--- config.mk ---
export PLATFORM = sky130hd
export DESIGN_NAME = scan_imem_loader_flat
export DESIGN_NICKNAME = d
export VERILOG_FILES = /design/src/rtl/scan_imem_loader_if.sv /design/src/rtl/scan_imem_loader.sv /design/src/flat_wrapper.sv
export SDC_FILE = /design/constraint.sdc
export NUM_CORES = 1
export LEC_CHECK = 0
export ABC_AREA = 0
export CAP_MARGIN = 20
export CORE_MARGIN = 2
export CORE_UTILIZATION = 25
export CTS_CLUSTER_DIAMETER = 40
export DETAILED_ROUTE_END_ITERATION = 10
export MAX_ROUTING_LAYER = met4
export PLACE_DENSITY = 0.48
export SYNTH_ARGS = -nofsm -noshare
export SYNTH_HDL_FRONTEND = slang
export SYNTH_SLANG_ARGS = --single-unit
export TNS_END_PERCENT = 5
--- constraint.sdc ---
create_clock -name clk -period 11.1 [get_ports clk]
set_input_delay 1.11 -clock clk [delete_from_list [all_inputs] [get_ports clk]]
set_output_delay 1.11 -clock clk [all_outputs]
set_load 0.01 [all_outputs]
--- src/rtl/scan_imem_loader_if.sv ---
// -----------------------------------------------------------------------------
// scan_imem_loader_if
//   Bundles the external scan port and the IMEM write/read port that sit on
//   either side of scan_imem_loader.
//
//   master : the loader (samples scan_en/scan_in/imem_rdata and drives the rest)
//   slave  : the environment (scan source + instruction memory + CPU hold sink)
//
//   Signals
//     scan_en    frame enable; low aborts any frame in progress
//     scan_in    serial data, LSB first, sampled on rising clk while scan_en=1
//     scan_out   serial readback data, LSB first
//     imem_we    one-cycle write strobe; imem_addr/imem_wdata valid with it
//     imem_re    one-cycle read strobe; imem_rdata valid the following cycle
//     imem_addr  IMEM byte address (bits [1:0] always 0)
//     imem_wdata IMEM write data
//     imem_rdata IMEM read data
//     cpu_hold   holds the CPU while a frame is active
//     busy       loader FSM is not idle
// -----------------------------------------------------------------------------
interface scan_imem_loader_if #(
    parameter int ADDR_W = 12
);
    logic              scan_en;
    logic              scan_in;
    logic              scan_out;
    logic              imem_we;
    logic              imem_re;
    logic [ADDR_W-1:0] imem_addr;
    logic [31:0]       imem_wdata;
    logic [31:0]       imem_rdata;
    logic              cpu_hold;
    logic              busy;

    modport master (
        input  scan_en, scan_in, imem_rdata,
        output scan_out, imem_we, imem_re, imem_addr, imem_wdata, cpu_hold, busy
    );

    modport slave (
        output scan_en, scan_in, imem_rdata,
        input  scan_out, imem_we, imem_re, imem_addr, imem_wdata, cpu_hold, busy
    );
endinterface

--- src/rtl/scan_imem_loader.sv ---
// -----------------------------------------------------------------------------
// scan_imem_loader
//   Serial-to-parallel loader between the scan port and the IMEM port.
//   A frame is: op (1 = write, 0 = read), count (CNT_W bits), address
//   (CNT_W bits), then 32-bit data words, every field LSB first, one bit per
//   clk while scan_en is high. count == all-ones streams until scan_en drops.
//
//   Optional readback: define SCAN_READBACK_EN to build the read path
//   (RREQ/RLATCH/RSHIFT). Without it a read frame goes straight to DONE and
//   imem_re/scan_out are tied low.
//
//   Ports
//     clk        system clock, scan port sampled on rising edge
//     rst        asynchronous active-high reset
//     bus        scan_imem_loader_if.master (scan port + IMEM port)
//     dbg_state  current FSM state encoding
//
//   Strobe semantics: there is no back-pressure. imem_we and imem_re are
//   single-cycle strobes; the memory must accept a write in the strobe cycle
//   and present read data on the cycle after imem_re. scan_en acts as the
//   only "valid" for scan_in; a cycle with scan_en low is never sampled.
// -----------------------------------------------------------------------------
module scan_imem_loader #(
    parameter int ADDR_W = 12,
    parameter int CNT_W  = 32
) (
    input  logic               clk,
    input  logic               rst,
    scan_imem_loader_if.master bus,
    output logic [2:0]         dbg_state
);
    localparam logic [2:0] S_IDLE   = 3'd0;
    localparam logic [2:0] S_LEN    = 3'd1;
    localparam logic [2:0] S_ADDR   = 3'd2;
    localparam logic [2:0] S_WDATA  = 3'd3;
`ifdef SCAN_READBACK_EN
    localparam logic [2:0] S_RREQ   = 3'd4;
    localparam logic [2:0] S_RLATCH = 3'd5;
    localparam logic [2:0] S_RSHIFT = 3'd6;
`endif
    localparam logic [2:0] S_DONE   = 3'd7;

    // One bit counter serves both the CNT_W-bit header fields and 32-bit words.
    localparam int BC_MAX = (CNT_W > 32) ? CNT_W : 32;
    localparam int BC_W   = $clog2(BC_MAX);
    localparam int AI_W   = $clog2(ADDR_W);
    localparam logic [BC_W-1:0] FIELD_LAST = BC_W'(CNT_W - 1);
    localparam logic [BC_W-1:0] WORD_LAST  = BC_W'(31);

    logic [2:0]        state;
    logic              op;
    logic [CNT_W-1:0]  cnt;
    logic [ADDR_W-1:0] addr;
    logic [BC_W-1:0]   bcnt;
    logic [31:0]       wbuf;
    logic              we_q;
    logic              re_q;
    logic [ADDR_W-1:0] addr_q;
    logic [31:0]       wdata_q;
`ifdef SCAN_READBACK_EN
    logic [31:0]       rbuf;
`endif

    logic [ADDR_W-1:0] addr_in;
    logic [ADDR_W-1:0] addr_step;
    logic [CNT_W-1:0]  cnt_dec;
    logic [31:0]       word_in;
    logic              cnt_last;

    // Address bits arrive LSB first; only bits [ADDR_W-1:2] are kept, so the
    // incoming bit is dropped straight into its final position and the low
    // two bits stay at the zero they were cleared to at frame start.
    always_comb begin
        addr_in = addr;
        if (int'(bcnt) >= 2 && int'(bcnt) < ADDR_W) begin
            addr_in[bcnt[AI_W-1:0]] = bus.scan_in;
        end
    end

    assign addr_step = addr + ADDR_W'(4);          // wraps modulo 2^ADDR_W
    assign cnt_dec   = (&cnt) ? cnt : cnt - CNT_W'(1); // all-ones never counts down
    assign cnt_last  = (cnt == CNT_W'(1));
    assign word_in   = {bus.scan_in, wbuf[31:1]};

    always_ff @(posedge clk or posedge rst) begin
        if (rst) begin
            state   <= S_IDLE;
            op      <= 1'b0;
            cnt     <= '0;
            addr    <= '0;
            bcnt    <= '0;
            wbuf    <= '0;
            we_q    <= 1'b0;
            re_q    <= 1'b0;
            addr_q  <= '0;
            wdata_q <= '0;
`ifdef SCAN_READBACK_EN
            rbuf    <= '0;
`endif
        end else begin
            we_q <= 1'b0;
            re_q <= 1'b0;
            if (state != S_IDLE && !bus.scan_en) begin
                // Abort: partial word dropped. A strobe registered on the
                // previous edge is already on the bus and completes normally.
                state <= S_IDLE;
                bcnt  <= '0;
            end else begin
                case (state)
                    S_IDLE: begin
                        if (bus.scan_en) begin
                            op    <= bus.scan_in;
                            cnt   <= '0;
                            addr  <= '0;
                            bcnt  <= '0;
                            state <= S_LEN;
                        end
                    end
                    S_LEN: begin
                        cnt <= {bus.scan_in, cnt[CNT_W-1:1]};
                        if (bcnt == FIELD_LAST) begin
                            bcnt  <= '0;
                            state <= S_ADDR;
                        end else begin
                            bcnt <= bcnt + BC_W'(1);
                        end
                    end
                    S_ADDR: begin
                        addr <= addr_in;
                        if (bcnt == FIELD_LAST) begin
                            bcnt <= '0;
                            if (cnt == '0) begin
                                state <= S_DONE;
                            end else if (op) begin
                                state <= S_WDATA;
                            end else begin
`ifdef SCAN_READBACK_EN
                                re_q   <= 1'b1;
                                addr_q <= addr_in;
                                state  <= S_RREQ;
`else
                                state  <= S_DONE;
`endif
                            end
                        end else begin
                            bcnt <= bcnt + BC_W'(1);
                        end
                    end
                    S_WDATA: begin
                        wbuf <= word_in;
                        if (bcnt == WORD_LAST) begin
                            // Strobe goes out next cycle while the first bit
                            // of the following word is already being sampled.
                            bcnt    <= '0;
                            we_q    <= 1'b1;
                            wdata_q <= word_in;
                            addr_q  <= addr;
                            addr    <= addr_step;
                            cnt     <= cnt_dec;
                            if (cnt_last) begin
                                state <= S_DONE;
                            end
                        end else begin
                            bcnt <= bcnt + BC_W'(1);
                        end
                    end
`ifdef SCAN_READBACK_EN
                    S_RREQ: begin
                        state <= S_RLATCH;
                    end
                    S_RLATCH: begin
                        rbuf  <= bus.imem_rdata;
                        bcnt  <= '0;
                        state <= S_RSHIFT;
                    end
                    S_RSHIFT: begin
                        rbuf <= {1'b0, rbuf[31:1]};
                        if (bcnt == WORD_LAST) begin
                            bcnt <= '0;
                            addr <= addr_step;
                            cnt  <= cnt_dec;
                            if (cnt_last) begin
                                state <= S_DONE;
                            end else begin
                                re_q   <= 1'b1;
                                addr_q <= addr_step;
                                state  <= S_RREQ;
                            end
                        end else begin
                            bcnt <= bcnt + BC_W'(1);
                        end
                    end
`endif
                    S_DONE: begin
                        // Hold here until scan_en drops (handled above).
                    end
                    default: begin
                        state <= S_IDLE;
                    end
                endcase
            end
        end
    end

    assign bus.imem_we    = we_q;
    assign bus.imem_addr  = addr_q;
    assign bus.imem_wdata = wdata_q;
    assign bus.busy       = (state != S_IDLE);
    // scan_en is raw input; gating with rst keeps every output low in reset.
    assign bus.cpu_hold   = ~rst & (bus.scan_en | (state != S_IDLE));
    assign dbg_state      = state;

`ifdef SCAN_READBACK_EN
    assign bus.imem_re  = re_q;
    assign bus.scan_out = (state == S_RSHIFT) ? rbuf[0] : 1'b0;
`else
    logic unused_rd;
    assign unused_rd    = ^{bus.imem_rdata, re_q};
    assign bus.imem_re  = 1'b0;
    assign bus.scan_out = 1'b0;
`endif
endmodule
--- src/flat_wrapper.sv ---
// flat-port wrapper written by rule: the top's interface ports become plain ports
module scan_imem_loader_flat 
#(
    parameter int ADDR_W = 12,
    parameter int CNT_W  = 32
)
  (clk, rst, dbg_state, bus_scan_en, bus_scan_in, bus_imem_rdata, bus_scan_out, bus_imem_we, bus_imem_re, bus_imem_addr, bus_imem_wdata, bus_cpu_hold, bus_busy);
  scan_imem_loader_if #(.ADDR_W(ADDR_W)) bus_i ();
  input  logic clk;
  input  logic rst;
  output logic [2:0] dbg_state;
  input wire logic [$bits(bus_i.scan_en)-1:0] bus_scan_en;
  input wire logic [$bits(bus_i.scan_in)-1:0] bus_scan_in;
  input wire logic [$bits(bus_i.imem_rdata)-1:0] bus_imem_rdata;
  output wire logic [$bits(bus_i.scan_out)-1:0] bus_scan_out;
  output wire logic [$bits(bus_i.imem_we)-1:0] bus_imem_we;
  output wire logic [$bits(bus_i.imem_re)-1:0] bus_imem_re;
  output wire logic [$bits(bus_i.imem_addr)-1:0] bus_imem_addr;
  output wire logic [$bits(bus_i.imem_wdata)-1:0] bus_imem_wdata;
  output wire logic [$bits(bus_i.cpu_hold)-1:0] bus_cpu_hold;
  output wire logic [$bits(bus_i.busy)-1:0] bus_busy;
  assign bus_i.scan_en = bus_scan_en;
  assign bus_i.scan_in = bus_scan_in;
  assign bus_i.imem_rdata = bus_imem_rdata;
  assign bus_scan_out = bus_i.scan_out;
  assign bus_imem_we = bus_i.imem_we;
  assign bus_imem_re = bus_i.imem_re;
  assign bus_imem_addr = bus_i.imem_addr;
  assign bus_imem_wdata = bus_i.imem_wdata;
  assign bus_cpu_hold = bus_i.cpu_hold;
  assign bus_busy = bus_i.busy;
  scan_imem_loader #(.ADDR_W(ADDR_W), .CNT_W(CNT_W)) u_core (.clk(clk), .rst(rst), .bus(bus_i), .dbg_state(dbg_state));
endmodule
# After elaboration in Yosys (flattened, before gate mapping)
# Cells that the tools add are included.
# W data, S select, Z words.
# word_totals
input_bits	36
output_inout_bits	52
register_bits	130
word_cells	82
# op_classes
mux	27
bitwise_logic	4
add_sub_neg	3
n_eq_ne	16
n_reduce_logical	19
n_lt_le_gt_ge	4
# ops
op	n
$mux W32	3
$pmux W32 S3	1
$mux W12	3
$pmux W12 S3	1
$eq A32 B1 Y1 const B	1
$logic_not A32 Y1	1
$reduce_and A32 Y1	1
$sub A32 B1 Y32 const B	1
$mux W3	8
$mux W5	3
$pmux W3 S5	1
$add A12 B3 Y12 const B	1
$bwmux W12	1
$ne A3 B1 Y1 const B	4
$reduce_bool A3 Y1	4
$pmux W5 S2	1
$reduce_and A5 Y1	2
$eq A3 B2 Y1 const B	2
$ne A2 B1 Y1 const B	3
$reduce_and A3 Y1	2
$reduce_and A6 Y1	1
$add A5 B1 Y5 const B	1
$eq A5 B5 Y1 const B	1
$ge A5 B2 Y1 const B	1
17 further kinds	25

# Depth between registers and ports, before layout
# logic_depth
ltp_word	7
depth_mapped	11
ltp_nobuf	8

# Least setup slack after synthesis
# No wires, ideal clock.
# synth_path
kind	input port to output port
start	input port rst
end	output port bus_cpu_hold
stages	2
arrival_ns	4.158
slack_ns	5.832
n_path_buf	0
required_time_ns	9.990
path_cell_list	inv_1 -> o21a_1
# synth_via
elab_chain_cells	2
# synth_lines
element	line	text
start: declaration	flat_wrapper.sv:10	input logic rst;
$not A1 Y1	scan_imem_loader.sv:210	assign bus.cpu_hold = ~rst & (bus.scan_en | (state != S_IDLE));
$and A1 B1 Y1	scan_imem_loader.sv:210	
end: declaration	flat_wrapper.sv:20	output wire logic [$bits(bus_i.cpu_hold)-1:0] bus_cpu_hold;
# Every way passes these cells.

# Worst setup path after layout
# layout_path
start	input port bus_scan_en
end	register u_core.cnt[21]
# layout_via
elab_chain_cells	4
elab_cells_between_ends	5
classes_between	eq/ne: 1; bitwise: 1; reduce/logical: 3
# layout_lines
element	line	text
start: declaration	flat_wrapper.sv:12	input wire logic [$bits(bus_i.scan_en)-1:0] bus_scan_en;
$logic_not A1 Y1	scan_imem_loader.sv:103	if (state != S_IDLE && !bus.scan_en) begin
$logic_and A1 B1 Y1	scan_imem_loader.sv:103	
$not A1 Y1 (no line)	-	
$reduce_and A5 Y1 (no line) (*)	-	
end signal: assignment	scan_imem_loader.sv:120	cnt <= {bus.scan_in, cnt[CNT_W-1:1]};
end signal: assignment	scan_imem_loader.sv:159	cnt <= cnt_dec;
end: declaration	scan_imem_loader.sv:52	logic [CNT_W-1:0] cnt;
# Every way passes the cells marked *; elsewhere a longest branch is shown, timed or not.
# A chain may end at the register's enable or synchronous reset.

==> summary.md <==
| Metric | Value |
|---|---|
| Routed WL | `16.5 mm` |
| Chip width | `167 µm` |
| Layout cells sized above 1 | `18.9%` |
| Synth warnings | `0` |
| Req. time, crit path | `11.40 ns` |
| Worst skew pair latency | `0.42 ns` |
| Setup_tns | `0 ns` |
| Netlist Area Pre-Place | `6680 µm²` |
| Postcts setup bufs | `0` |
| First-pass GRT wire length | `27.6 mm` |
| Number of buffers created by CTS | `17` |
| Global placement routability congestion | `0.760` |
| Simple-gate share of the synthesized area | `15.1%` |
| Fmax | `256 MHz` |
| Vias in the first global route | `5,087` |
| Setup violators final | `0` |
| #FFs+latches synth | `129` |
| Fin. max-slew vios | `0` |
| Worst-Margin Slew | `1.03 ns` |
| Post-synthesis cell type count | `66` |
| Max transition margin | `30.2%` |
| Top cells by area, synth | `dfrtp_1 48%, mux2_2 12%, o21ai_0 4.6%, nand2_1 3.1%, a21oi_1 2.3%` |
| Endpoints failing hold | `0` |
| Largest family of logic cells by synthesized area | `compound AO/OA/AOI/OAI gates` |
| Initial core utilization | `25.6%` |
| Async S/R FF share, synth | `100%` |
| Max Cap Viol | `0` |
| Filler Cell Count | `2,679` |
| Outcome | `complete, but fails checks` |
| Post-synth EDFFs | `0` |
| Ant diodes | `0` |
| CTS resizes | `0` |
| TritonCTS clock tree | `done` |
| Maximum vdd drop | `0.149 mV` |
| Layout area overhead | `21.0%` |
| Tmin final | `3.91 ns` |
| WL per Instance | `16.2 µm` |
| CP max-delay cell | `clkdlybuf4s50_1` |
| Multiplexer share of the synthesized area | `13.7%` |
| Lkg Pwr | `3.53 nW` |
| # clock sinks | `129` |
| Adder-Cell Fraction of Synth Area | `1.69%` |
| Syn Area/Cell | `10.5 µm²` |
| Prevailing post-synth register cell | `dfrtp_1` |
| IO Pins | `88` |
| Hpwl dp | `10.4 mm` |
| Critical path fanouts, max | `33` |
| Hold buffer count at CTS | `0` |
| Residual DRC | `2` |
| Footprint of the multi-input gates | `3170 µm²` |
| HP Class | `reg2reg` |
| CP endpoint kind | `flip-flop` |
| I/O Buffers | `53` |
| Grt total ovfl | `0` |
| Syn Inst Count | `639` |
| Vias per cell | `5.02` |
| Final period util | `35.2%` |
| XOR/XNOR share of the synthesized area | `0.131%` |
| Initial antenna violation count | `0` |
| Critical-path cell list | `clkdlybuf4s50_1 -> nand2b_1 -> a21oi_1 -> o31ai_4 -> buf_4 -> o32a_1` |
| Root buf cell | `clkbuf_16` |
| CP Launch Type | `input pin` |
| Clk pin slew, worst setup/hold paths | `0.06 ns` |
| RSZ-0062 raised after global routing | `no` |
| H-tree depth | `4` |
| First drt pass iteration count | `8` |
| Max Root-Sink Buffers | `2` |
| Synth area leader | `dfrtp_1` |
| Sequential fraction of the synthesis area | `48.3%` |
| Worst Setup Path Type | `in2reg` |
| Clock skew | `0.0119 ns` |
| Die Y | `167 µm` |
| Compound-Gate Fraction of Synth Area | `16.6%` |
| CP max stage delay | `0.87 ns` |
| Core area | `26,100 µm²` |
| Rows | `59` |
| DR vias | `5,106` |
| Fin nets | `715` |
| GRT Total Usage | `12.5%` |
| Cell Pwr Density | `261 nW/µm²` |
| Final core utilization | `30.9%` |
| Area share of the largest cell type after synthesis | `48.3%` |
| 1st-iter DRT viols | `421` |
| Total die area | `28,000 µm²` |
| Pin count of the biggest net entering global routing | `55` |
| Critical Path AT | `4.21 ns` |
| Failing checks | `DRC` |
| Antenna Violating Nets Remaining | `0` |
| Register area | `3230 µm²` |
## report_power, final
part           total, mW  internal (mW)  switching, mW
Clock              0.597          0.361          0.236
Combinational      0.835          0.291          0.544
Sequential         0.676          0.542          0.134
## worst max-delay path, delay by kind of cell
family / cells / cell delay, ns
compound gates: 3 / 1.58
buf+inv: 2 / 1.22
simple gates: 1 / 0.26
## cell usage in the layout, fill, tap and decap left out, types with 4 or more instances in the layout
cell type,instances
nor2_1,27
dfrtp_1,129
o31a_1,6
or3_1,5
a22o_1,4
a32oi_1,7
nand2_1,56
ha_1,9
and3_1,6
nand2b_1,6
nor3_1,14
nand4_1,10
nor2b_1,5
nand3_1,8
o211ai_1,6
o32a_1,4
or4_1,5
a22oi_1,9
mux2i_1,9
a31oi_1,10
clkbuf_16,17
inv_6,9
buf_4,8
o22ai_1,5
nor4_1,9
a21oi_1,31
inv_1,12
clkdlybuf4s50_1,53
o31ai_1,4
o21ai_0,62
mux2_2,73
a221oi_1,4
## metal layers
layer | GRT usage, % | up-vias | part of all wire, %
met1 | 17.3 | 2563 | 49
met3 | 2.62 | 11 | 3.5
met5 | - | - | 0
met4 | 2.95 | 0 | 0.82
li1 | - | 2435 | -
met2 | 18.7 | 97 | 46
## worst paths after layout
check	start	endpoint	slack, ns	cells past startpoint
max	bus_scan_en	u_core.cnt[21]$_DFFE_PP0P_	7.19	6
min	u_core.bus.imem_wdata[31]$_DFFE_PP0P_	u_core.bus.imem_wdata[31]$_DFFE_PP0P_	0.48	2
max reg2reg	u_core.bcnt[1]$_DFFE_PP0P_	u_core.cnt[21]$_DFFE_PP0P_	7.37	8
min reg2reg	u_core.bus.imem_wdata[31]$_DFFE_PP0P_	u_core.bus.imem_wdata[31]$_DFFE_PP0P_	0.48	2
max in group asynchronous	rst	u_core.wbuf[27]$_DFFE_PP0P_	9.08	3
min in group asynchronous	rst	u_core.cnt[3]$_DFFE_PP0P_	1.04	2
## kinds of logic (layout without fill, tap and decap cells)
family                   after synthesis  in the layout
AO/OA/AOI/OAI                        173            173
XOR/XNOR                               1              1
adder cells (fa/ha/maj)                9              9
buffers and inverters                 63            106
flip-flops                           129            129
multiplexers                          82             82
other                                  1              2
AND/OR/NAND/NOR                      181            181
## cell type report
cell class | count | area share, %
clock buffer | 17 | 5.26
sequential | 129 | 40.0
multi-input combinational | 448 | 39.2
tap | 335 | 5.19
clock inverter | 15 | 2.40
inverter | 13 | 0.666
timing repair buffer | 61 | 7.31
## cell usage after synthesis, types with 7 or more instances
master,number
nand3_1,9
inv_1,13
mux2i_1,9
clkbuf_1,26
nand4_1,10
nand2_1,56
o21ai_0,62
nor4_1,9
mux2_2,73
nor3_1,14
ha_1,9
dfrtp_1,129
a31oi_1,10
buf_2,10
a32oi_1,7
nor2_1,28
a22oi_1,9
a21oi_1,31
## state kept, by name, summed over array words and instances, names as in the netlist
signal and count:
u_core.addr 12, u_core.bcnt 5, u_core.bus.imem_addr 12, u_core.bus.imem_wdata 32
u_core.bus.imem_we 1, u_core.cnt 32, u_core.dbg_state 3, u_core.op 1
u_core.wbuf 31
## metrics by stage
step | instances | worst slack [ns] | power [mW] | instance area [µm²] | hold slack [ns]
CTS | 1018 | 7.20 | 2.12 | 8080 | 0.488
detailed placement | 986 | 6.73 | 1.52 | 7460 | 0.475
global route | 1018 | 6.97 | 2.26 | 8080 | 0.515
floorplan | 640 | 5.83 | 1.32 | 6680 | 0.448
global placement | 986 | 6.79 | 1.52 | 7460 | 0.465
finish | 1018 | 7.19 | 2.11 | 8080 | 0.483
Power figures use the tool's default switching activity.
